[src/rtl/citrus_hilo_pkg.sv]
// Shared definitions for the Citrus HI/LO divide controller.
// The state enum and the divide-by-zero LO value live here.
package citrus_hilo_pkg;

  typedef enum logic [2:0] {
    IDLE,
    ISSUE,
    ARM,
    WAIT,
    FIX
  } hilo_state_e;

  localparam logic [31:0] DIV0_LO = 32'hFFFFFFFF;

endpackage

[src/rtl/div_sign_fix.sv]
// Conditional two's-complement negate of a pair of values.
// Used both to form operand magnitudes and to sign-fix quotient/remainder.
module div_sign_fix
  import citrus_hilo_pkg::*;
#(
  parameter int W = 32
) (
  input  logic [W-1:0] x,
  input  logic         neg_x,
  input  logic [W-1:0] y,
  input  logic         neg_y,
  output logic [W-1:0] x_fix,
  output logic [W-1:0] y_fix
);

  // Negation wraps mod 2^W, so the most negative value maps onto itself.
  assign x_fix = neg_x ? (-x) : x;
  assign y_fix = neg_y ? (-y) : y;

endmodule

[src/rtl/hilo_div_ctrl.sv]
// HI/LO register owner and sequencer for the shared iterative divider.
// Handles signed conversion, divide-by-zero, pipeline stall and flushed divides.
module hilo_div_ctrl
  import citrus_hilo_pkg::*;
#(
  parameter int W = 32
) (
  input  logic         clock,
  input  logic         resetn,
  input  logic         ex_div_valid,
  input  logic         ex_div_signed,
  input  logic [W-1:0] ex_a,
  input  logic [W-1:0] ex_b,
  input  logic         ex_mthi,
  input  logic         ex_mtlo,
  input  logic         ex_mf_req,
  input  logic [W-1:0] ex_wdata,
  input  logic         cancel,
  output logic         stall,
  output logic [W-1:0] hi,
  output logic [W-1:0] lo,
  output logic [W-1:0] div_a,
  output logic [W-1:0] div_b,
  output logic         div_start,
  input  logic         div_busy,
  input  logic [W-1:0] div_q,
  input  logic [W-1:0] div_r
);

  hilo_state_e state, state_next;

  logic         killed;
  logic         neg_q, neg_r;
  logic [W-1:0] q_cap, r_cap;
  logic [W-1:0] mag_a, mag_b;
  logic [W-1:0] res_lo, res_hi;
  logic         accept, div0, any_req;
  logic         in_neg_a, in_neg_b;

  assign in_neg_a = ex_div_signed & ex_a[W-1];
  assign in_neg_b = ex_div_signed & ex_b[W-1];
  assign any_req  = ex_div_valid | ex_mthi | ex_mtlo | ex_mf_req;

  div_sign_fix #(.W(W)) u_fix_in (
    .x     (ex_a),
    .neg_x (in_neg_a),
    .y     (ex_b),
    .neg_y (in_neg_b),
    .x_fix (mag_a),
    .y_fix (mag_b)
  );

  div_sign_fix #(.W(W)) u_fix_out (
    .x     (q_cap),
    .neg_x (neg_q),
    .y     (r_cap),
    .neg_y (neg_r),
    .x_fix (res_lo),
    .y_fix (res_hi)
  );

  always_ff @(posedge clock) begin
    if (!resetn) state <= IDLE;
    else         state <= state_next;
  end

  // A flushed divide keeps sequencing so the divider drains, but only blocks
  // the pipeline when something new actually wants HI/LO or the divider.
  always_comb begin
    state_next = state;
    div_start  = 1'b0;
    stall      = 1'b0;
    accept     = 1'b0;
    div0       = 1'b0;
    case (state)
      IDLE: begin
        if (ex_div_valid) begin
          if (ex_b != '0) begin
            accept     = 1'b1;
            state_next = ISSUE;
          end else begin
            div0 = 1'b1;
          end
        end
      end
      ISSUE: begin
        div_start  = 1'b1;
        state_next = ARM;
      end
      ARM:     if (div_busy)  state_next = WAIT;
      WAIT:    if (!div_busy) state_next = FIX;
      FIX:     state_next = IDLE;
      default: state_next = IDLE;
    endcase
    if (state != IDLE) begin
      if (killed) stall = any_req;
      else        stall = (state != FIX);
    end
  end

  always_ff @(posedge clock) begin
    if (!resetn) begin
      killed <= 1'b0;
      neg_q  <= 1'b0;
      neg_r  <= 1'b0;
      div_a  <= '0;
      div_b  <= '0;
      q_cap  <= '0;
      r_cap  <= '0;
    end else begin
      if (accept) begin
        div_a  <= mag_a;
        div_b  <= mag_b;
        neg_q  <= in_neg_a ^ in_neg_b;
        neg_r  <= in_neg_a;
        killed <= 1'b0;
      end else if (cancel && state != IDLE) begin
        killed <= 1'b1;
      end
      if (state == WAIT && !div_busy) begin
        q_cap <= div_q;
        r_cap <= div_r;
      end
    end
  end

  // A cancel arriving in FIX itself still suppresses the write.
  always_ff @(posedge clock) begin
    if (!resetn) begin
      hi <= '0;
      lo <= '0;
    end else if (div0) begin
      hi <= ex_a;
      lo <= W'(DIV0_LO);
    end else if (state == FIX) begin
      if (!killed && !cancel) begin
        hi <= res_hi;
        lo <= res_lo;
      end
    end else if (state == IDLE) begin
      if (ex_mthi) hi <= ex_wdata;
      if (ex_mtlo) lo <= ex_wdata;
    end
  end

endmodule

[config.mk]
export PLATFORM = sky130hd
export DESIGN_NAME = hilo_div_ctrl
export DESIGN_NICKNAME = d
export VERILOG_FILES = /design/src/rtl/citrus_hilo_pkg.sv /design/src/rtl/div_sign_fix.sv /design/src/rtl/hilo_div_ctrl.sv
export SDC_FILE = /design/constraint.sdc
export NUM_CORES = 1
export LEC_CHECK = 0
export ABC_AREA = 1
export CORE_UTILIZATION = 30
export CTS_BUF_LIST = sky130_fd_sc_hd__clkbuf_4
export CTS_CLUSTER_DIAMETER = 30
export DETAILED_ROUTE_END_ITERATION = 7
export GPL_TIMING_DRIVEN = 0
export PLACE_DENSITY_LB_ADDON = 0.3
export SYNTH_ARGS = -nofsm -noshare
export SYNTH_HDL_FRONTEND = slang
export SYNTH_SLANG_ARGS = --single-unit
[constraint.sdc]
create_clock -name clock -period 2.4 [get_ports clock]
set_input_delay 0.36 -clock clock [delete_from_list [all_inputs] [get_ports clock]]
set_output_delay 0.36 -clock clock [all_outputs]
set_load 0.02 [all_outputs]
==> impl_metrics.ini <==
[outcome]
status = completed

[clock_network]
clock_latency_ns = 0.66
cts_tree = built
cts.sinks = 198
clockRootBuffer = clkbuf_4
numCtsBuffers = 17
clk_pin_slew_worst_paths_ns = 0.18
htreeDepth = 4
clock_tree.buffer_depth = 2
ctsHoldBuffers = 0

[sta]
final-max-slew-violation-count = 0
max_slew_margin_pct = 42.7
hold_violations = 0
final.period_utilization_pct = 96.4
fmax_ghz = 0.432
finClkSkew_ns = 0.0359
worst_slew_pin_slew_ns = 0.859
hold_ws_ns = 0.267
rsz0062_at_grt = false
setup-violations-final = 0
period_minus_slack_ns = 2.31

[power_and_ir_drop]
powerDensity_nw_per_um2 = 553
leakage_uw = 0.00662
finalPower_uw = 8500
power_frac_comb_pct = 33.0
switching_power_uw = 3220
swShare_pct = 37.9
ir_worst_vdd_mv = 0.281
p_int_uw = 5280
seq_power_share_pct = 44.5
clock_power_share_pct = 22.6

[floorplan]
top_level_ports = 299
dieArea_um2 = 38700
initial_core_util_pct = 30.8
die_w_um = 197
row_count = 70
die_y_um = 197
core_area_um2 = 37000

[placed_design]
dpl-instance-area_um2 = 15000
globalplace.congestion = 0.962
numPortBuffers = 298
dp.cells = 2610
dp_hpwl_um = 43100

[run]
maxCapViolCount = 0

[route]
drt_wl_total_um = 52800
post_drt_wl_per_cell_um = 20.0
drc = 0
firstDrtPassIters = 7
avgViaCountPerCell = 5.12
via_count = 13500
ant_nets = 0
drt_iter0_markers = 1173

[setup_path]
startpoint_type = flop
cp_slowest_cell = dfxtp_1
path_delay_family = simple AND/OR/NAND/NOR gates
end_kind = flop
crit_type = flop to flop
worstPathMaxFanout = 5
path_common_cell = nand3_1
cp_data_arrival_time_ns = 2.85
slowest_delay_ns = 0.34
worst-path-buf-inv = 1
cp.required_ns = 2.93
path_cells = inv_1 -> ha_1 -> nand3_1 -> nand2_1 -> nand3_2 -> nor2_4 -> nand2_1 -> nand3_1 -> nand3_1 -> nand3_1 -> a21oi_1

[layout]
postLayoutCellArea_um2 = 15400
drive_gt1_share_pct = 4.95
final_util_pct = 41.6
finalNonFillerCells = 2646
final_nets = 2300
fillers = 3985
syn_to_final_growth_pct = 35.3

[synthesis]
synthesis.nets = 1981
synth_area_leaders = dfxtp_1 (35%), nand2_1 (12%), o21ai_0 (10%)
async_flop_share_pct = 0
postSynthAreaPerCell_um2 = 6.29
synth-edff-count = 0
syn_inst = 1808
synth_seq_cells = 198
yosysMostFrequentCell = nand2_1
netlist_area_um2 = 11400
synth_common_cells = nand2_1 (377), nor2_1 (257), o21ai_0 (229)
ys_warn_count = 0
synth.yosys.seq_area_share_pct = 34.9
yosysTopAreaCell = dfxtp_1
ys.flop_type = dfxtp_1
synth_top_area_share_pct = 34.9
ys_types = 42

[global_route]
grt_util_all_layers_pct = 27.0
grt-ovfl-total = 0
grt_pass1_wl_um = 77900
grt_pass1_vias = 12900
antenna_found_initial = 3
gr-usage-met2_pct = 44.3
use_met3_pct = 5.08
use_met1_pct = 35.3
grt_start_max_net_pins = 20
top_usage_layer = met2

[hold_path]
hp-class = input pin to flop
==> cell type report <==
type	count	area, um2	share of cell area [%]
Clock inverter	15	161	1.05
Antenna cell	2	5.00	0.0325
Buffer	86	419	2.72
Clock buffer	17	128	0.829
Multi-Input combinational cell	1349	6410	41.7
Sequential cell	198	3960	25.8
Inverter	174	656	4.26
Timing Repair Buffer	301	3020	19.6
Tap cell	504	631	4.10
==> registers in the layout, indices dropped and copies added, names as in the netlist, 3 cells and up <==
| name | count |
|---|---|
| q_cap | 32 |
| lo | 32 |
| state | 3 |
| r_cap | 32 |
| div_b | 32 |
| hi | 32 |
| div_a | 32 |
==> layer usage <==
metal / up-vias / wire (um)
met5: - / 11
met4: 2 / 1720
met3: 72 / 3880
met2: 585 / 24200
met1: 6299 / 23000
li1: 6589 / -
==> cell usage in the layout, fill, tap and decap left out, drive strengths merged, types with 3 or more instances in the layout <==
cell type	count
nor3	19
dfxtp	198
clkinv	7
nor2	263
xor2	45
ha	4
clkdlybuf4s50	296
xnor2	3
o21a	8
clkinvlp	3
inv	178
nand3	180
clkbuf	74
nand4	30
a31oi	10
o21ai	235
a21oi	146
o211ai	8
nand2	382
nand3b	3
buf	32
==> final timing paths <==
kind | slack, ns | start | cells after the start | end
setup / recovery | 0.09 | r_cap[0]$_SDFFE_PN0P_ | 11 | hi[16]$_SDFFE_PN0P_
hold / removal | 0.27 | div_q[23] | 3 | q_cap[23]$_SDFFE_PN0P_
setup reg to reg | 0.09 | r_cap[0]$_SDFFE_PN0P_ | 11 | hi[16]$_SDFFE_PN0P_
hold reg to reg | 0.48 | hi[29]$_SDFFE_PN0P_ | 2 | hi[29]$_SDFFE_PN0P_
==> what timing repair did <==
action	in CTS	in global routing
pin swaps	0	3
resized for setup	10	28
cloned	0	0
setup buffers	0	3
setup endpoints to repair	93	80
==> through the flow <==
step / setup TNS (ns) / setup WS (ns)
after floorplan: 0 / 0.491
after global placement: -99.94 / -0.918
after detailed placement: -97.42 / -0.885
after CTS: 0 / 0.0127
after global routing: 0 / 0.00172
final: 0 / 0.0852
==> worst reg2reg max path, cell delays in order, from the launching register on <==
cell,delay [ns]
dfxtp_1,0.34
inv_1,0.18
ha_1,0.24
nand3_1,0.12
nand2_1,0.20
nand3_2,0.22
nor2_4,0.21
nand2_1,0.07
nand3_1,0.18
nand3_1,0.18
nand3_1,0.17
a21oi_1,0.08
==> power groups by stage <==
stage	registers (uW)	clock network, uW	logic, uW
floorplan	4100	0	1140
global placement	3840	0	2760
detailed placement	3840	0	2760
CTS	3780	1970	2770
global route	3810	2090	3030
finish	3780	1920	2800
==> kinds of logic (layout without fill, tap and decap cells) <==
kind of cell               Yosys count  in the layout  synth area share (%)
DFF                                198            198                  34.9
AOI/OAI and AO/OA                  416            416                  19.0
and+or+nand+nor                    881            881                  32.6
buffers and inverters              261            593                  9.32
adders and majority gates            4              4                 0.440
xor gates and xnor gates            48             48                  3.70
other                                0              2                     0
Note: power is estimated with default switching activity, not from simulation.
